## config.mk

```make
export PLATFORM = sky130hd
export DESIGN_NAME = uart_rx
export DESIGN_NICKNAME = d
export VERILOG_FILES = /design/src/rtl/uart_pkg.sv /design/src/rtl/uart_sync.sv /design/src/rtl/uart_rx.sv
export SDC_FILE = /design/constraint.sdc
export NUM_CORES = 1
export LEC_CHECK = 0
export CAP_MARGIN = 30
export CORE_MARGIN = 1.5
export CORE_UTILIZATION = 58
export DETAILED_ROUTE_END_ITERATION = 6
export PLACE_DENSITY = 0.85
export SETUP_SLACK_MARGIN = 0.5
export SYNTH_ARGS = -nofsm -noshare
export SYNTH_HDL_FRONTEND = slang
export SYNTH_SLANG_ARGS = --single-unit
export TNS_END_PERCENT = 100
```

## constraint.sdc

```tcl
create_clock -name clk -period 3.3 [get_ports clk]
set_clock_uncertainty 0.05 [all_clocks]
set_input_delay 0.66 -clock clk [delete_from_list [all_inputs] [get_ports clk]]
set_output_delay 0.66 -clock clk [all_outputs]
set_load 0.03 [all_outputs]
```

## src/rtl/uart_pkg.sv

```systemverilog
// Shared UART definitions: FSM state encodings, frame defaults and line levels.
// Used by both the transmitter and the receiver.
package uart_pkg;

    typedef enum logic [2:0] {
        s_IDLE  = 3'b000,
        s_START = 3'b001,
        s_DATA  = 3'b010,
        s_STOP  = 3'b011
    } uart_state_e;

    localparam int unsigned DATA_BITS_DEF = 8;
    localparam logic        LINE_IDLE     = 1'b1;

endpackage

```

## src/rtl/uart_sync.sv

```systemverilog
// Flop-chain synchronizer for asynchronous UART inputs; resets to the idle line level
// so that no false edge is seen when reset is released.
module uart_sync
    import uart_pkg::*;
#(
    parameter int unsigned STAGES = 2
) (
    input  logic clk,
    input  logic rst,
    input  logic d_i,
    output logic q_o
);

    logic [STAGES-1:0] sync_q;

    always_ff @(posedge clk or negedge rst) begin
        if (!rst) begin
            sync_q <= {STAGES{LINE_IDLE}};
        end else begin
            sync_q <= {sync_q[STAGES-2:0], d_i};
        end
    end

    assign q_o = sync_q[STAGES-1];

endmodule

```

## src/rtl/uart_rx.sv

```systemverilog
// 8N1 UART receiver: synchronizes the serial line, samples each bit near mid-period
// using the run-time clk_div bit period, and presents bytes with one-cycle strobes.
module uart_rx
    import uart_pkg::*;
#(
    parameter int unsigned DATA_BITS   = DATA_BITS_DEF,
    parameter int unsigned SYNC_STAGES = 2
) (
    input  logic                 clk,
    input  logic                 rst,
    input  logic [3:0]           clk_div,
    input  logic                 Rx_Serial,
    output logic [DATA_BITS-1:0] Rx_Data,
    output logic                 Rx_Valid,
    output logic                 Rx_Err,
    output logic                 Rx_Active
);

    localparam int unsigned IDXW = (DATA_BITS > 1) ? $clog2(DATA_BITS) : 1;
    localparam logic [IDXW-1:0] LAST_IDX = IDXW'(DATA_BITS - 1);

    uart_state_e          state_q;
    logic [3:0]           count_q;
    logic [IDXW-1:0]      bit_idx_q;
    logic [DATA_BITS-1:0] shift_q;
    logic [DATA_BITS-1:0] data_q;
    logic                 valid_q;
    logic                 err_q;
    logic                 active_q;
    logic                 s_prev_q;

    logic                 s;
    logic [3:0]           count_d;
    logic [3:0]           half;
    logic [3:0]           last;
    logic [DATA_BITS-1:0] shift_d;

    uart_sync #(
        .STAGES (SYNC_STAGES)
    ) u_sync (
        .clk (clk),
        .rst (rst),
        .d_i (Rx_Serial),
        .q_o (s)
    );

    assign count_d = count_q + 4'd1;
    assign half    = {1'b0, clk_div[3:1]};
    assign last    = clk_div - 4'd1;
    // Right shift so the first received (LSB) bit ends up in bit 0.
    assign shift_d = {s, shift_q[DATA_BITS-1:1]};

    always_ff @(posedge clk or negedge rst) begin
        if (!rst) begin
            state_q   <= s_IDLE;
            count_q   <= '0;
            bit_idx_q <= '0;
            shift_q   <= '0;
            data_q    <= '0;
            valid_q   <= 1'b0;
            err_q     <= 1'b0;
            active_q  <= 1'b0;
            s_prev_q  <= LINE_IDLE;
        end else begin
            s_prev_q <= s;
            valid_q  <= 1'b0;
            err_q    <= 1'b0;
            case (state_q)
                s_IDLE: begin
                    active_q <= 1'b0;
                    count_q  <= '0;
                    if (s_prev_q && !s && (clk_div >= 4'd2)) begin
                        state_q  <= s_START;
                        active_q <= 1'b1;
                    end
                end
                s_START: begin
                    count_q <= count_d;
                    if (count_q == half) begin
                        if (s) begin
                            state_q  <= s_IDLE;
                            active_q <= 1'b0;
                            count_q  <= '0;
                        end else begin
                            state_q   <= s_DATA;
                            count_q   <= '0;
                            bit_idx_q <= '0;
                        end
                    end
                end
                s_DATA: begin
                    count_q <= count_d;
                    if (count_q == last) begin
                        shift_q <= shift_d;
                        count_q <= '0;
                        if (bit_idx_q == LAST_IDX) begin
                            state_q <= s_STOP;
                        end else begin
                            bit_idx_q <= bit_idx_q + IDXW'(1);
                        end
                    end
                end
                s_STOP: begin
                    count_q <= count_d;
                    if (count_q == last) begin
                        if (s) begin
                            data_q  <= shift_q;
                            valid_q <= 1'b1;
                        end else begin
                            err_q <= 1'b1;
                        end
                        state_q  <= s_IDLE;
                        active_q <= 1'b0;
                        count_q  <= '0;
                    end
                end
                default: begin
                    state_q  <= s_IDLE;
                    active_q <= 1'b0;
                    count_q  <= '0;
                end
            endcase
        end
    end

    assign Rx_Data   = data_q;
    assign Rx_Valid  = valid_q;
    assign Rx_Err    = err_q;
    assign Rx_Active = active_q;

endmodule

```

==> out/metrics.yaml <==
path_cells: "clkdlybuf4s50_1, inv_1, ha_1, xor3_1, nor3_4, and4_4, nand2_8, mux2_4"
utilization_pct: 75.9
synth_most_common_cell: "dfrtp_1"
drv_cap: 0
clkPwrFrac_pct: 22.6
outcome: "finished clean"
synth_area_leaders: "dfrtp_1 48%, mux2_4 8.3%, mux2_2 7.0%, dfstp_2 5.4%, ha_1 4.3%"
grt.total_usage_pct: 19.3
tritoncts: "yes"
syn_avg_cell_area_um2: 13.5
final_nets: 141
n_antenna_cell: 0
max_slew_margin_pct: 57.1
finalSetupViolations: 0
num_vias: 886
fin_crit_sh_pct: 81.5
worstPathMaxFanout: 9
synthCells: 107
leakagePower_nw: 0.844
synth_top_area_cell: "dfrtp_1"
internal_power_mw: 0.723
boundaryPins: 18
die_area_um2: 2800
die_h_um: 53.0
maxSlewViolCount: 0
worst_pin_slew_ns: 0.637
gp_congestion: 0.765
critPathMaxStageDelay_ns: 0.52
start_util_pct: 63.6
power_switching_share_pct: 33.9
drive_gt1_share_pct: 26.2
comb_power_share_pct: 29.2
cp.required_ns: 3.45
synth_common_cells: "28 x dfrtp_1, 9 x mux2_2, 8 x mux2_4"
fin_setup_tns_ns: 0
clockRootBuffer: "clkbuf_4"
cp_slowest_cell: "clkdlybuf4s50_1"
peakVddDrop_mv: 0.427
die_w_um: 53.0
fp.coreArea_um2: 2280
syn_to_final_growth_pct: 19.4
vias_per_cell: 5.61
wirelength_um: 2270
finalHoldViolCount: 0
pwr_density_cell_nw_per_um2: 633
seqPwrFrac_pct: 48.2
rsz0062_at_grt: "false"
cp-start-kind: "primary input"
fmaxAchievable_mhz: 372
wl_per_cell_um: 14.4
cts_buffers: 5
synth_warnings: 0
crit_buf_inv: 2
syn_area_um2: 1450
async_flop_share_pct: 100
cts_max_level: 2
io_buffers: 17
antenna_found_initial: 0
clock_latency_ns: 0.31
clk_pin_slew_ns: 0.09
grt_max_degree: 32
drt_first_pass_iters: 6
synth_top_area_share_pct: 48.4
post-route-drc-count: 0
ant_nets: 0
drt_iter0_drc: 9
dpl.hpwl_um: 1610
ff2ff_setup_slack_ns: 1.24
synth_seq_cells: 31
ys_types: 35
critical_path.endpoint_type: "flop"
grt_pass1_wl_um: 3860
power_switching_mw: 0.370
period_minus_slack_ns: 2.69
clk_path_buf_depth: 2
overflow: 0
hp-class: "flop to flop"
cts_sinks: 31
hold_buffers: 0
grt_pass1_vias: 875
arrival_ns: 2.84
synth_nets: 119
rows: 17
synth_seq_area_share_pct: 53.8
cp_top_family: "simple AND/OR/NAND/NOR gates"
synth_edf_count: 0
path_class: "primary input to flop"
synth_flop_cell: "dfrtp_1"
-- path summary, 6_finish.rpt --
kind,startpoint,end,cells past startpoint
worst max-delay path,clk_div[0],Rx_Data[5],8
min in group asynchronous,rst,shift_q[2],2
worst max register to register,count_q[0],bit_idx_q[0],5
worst min register to register,u_sync.sync_q[0],u_sync.sync_q[1],0
worst min-delay path,u_sync.sync_q[0],u_sync.sync_q[1],0
max in group asynchronous,rst,s_prev_q,2
-- logic make-up after synthesis --
kind of cell,after synthesis,synth area share [%]
buffers and inverters,7,1.99
xor gates and xnor gates,11,7.69
muxes,17,15.3
AOI/OAI and AO/OA,10,5.19
and+or+nand+nor,26,11.7
DFF,31,53.8
adders and majority gates,5,4.32
-- sequential cells by signal, indices dropped and copies added (netlist names) --
name / count
u_sync.sync_q: 2
count_q: 4
state_q: 2
Rx_Err: 1
Rx_Active: 1
Rx_Valid: 1
Rx_Data: 8
s_prev_q: 1
bit_idx_q: 3
shift_q: 8
-- metrics by stage --
step	hold slack (ns)	instances	total power, mW	instance area, µm²	setup WS, ns
after global routing	0.327	158	1.15	1730	0.529
after global placement	0.299	150	0.824	1650	0.339
after detailed placement	0.300	150	0.841	1650	0.277
after floorplan	0.295	107	0.752	1450	0.937
after CTS	0.321	158	1.09	1720	0.607
final	0.316	158	1.09	1730	0.611
-- layer usage --
| metal | vias up | global-route usage, % | wire, µm |
|---|---|---|---|
| met5 | - | 0 | 0 |
| met4 | 0 | 6.41 | 17 |
| met3 | 2 | 5.08 | 92 |
| met2 | 19 | 29.4 | 1040 |
| met1 | 443 | 26.9 | 1120 |
| li1 | 422 | - | - |
-- cell usage in the layout (no fill, tap or decap), types with 2 or more instances in the layout --
cell             Yosys  layout
dfrtp_1             28      28
clkdlybuf4s50_1      0      16
mux2_2               9       9
mux2_4               8       8
xor2_1               6       6
nor2_1               5       5
ha_1                 5       5
clkbuf_4             0       5
xnor2_1              4       4
inv_1                4       4
nand2_1              3       3
nor4_1               3       3
dfstp_2              3       3
nor3_1               2       2
nand3_1              2       2
nor2b_1              2       2
o211ai_1             2       2
a22o_1               2       2
clkbuf_8             0       2
-- area by class of cell --
type	instances	area [µm²]
clock inverter	1	7.51
tap	28	35.0
sequential	31	779
timing repair buffer	18	180
inverter	4	15.0
multi-input combinational	69	646
clock buffer	7	65.1
fill	151	548
-- power groups by stage --
stage / combinational [mW] / clock (mW) / sequential [mW]
floorplan: 0.236 / 0 / 0.515
global placement: 0.299 / 0 / 0.525
detailed placement: 0.309 / 0 / 0.532
CTS: 0.312 / 0.253 / 0.524
global route: 0.349 / 0.269 / 0.534
finish: 0.319 / 0.247 / 0.527
-- timing repair --
| action | CTS | global route |
|---|---|---|
| setup buffers | 0 | 0 |
| resized for setup | 0 | 2 |
| setup endpoints to repair | 0 | 12 |
| endpoints found under the hold margin | 0 | 0 |
No activity file was read; power rests on OpenSTA's default activity.
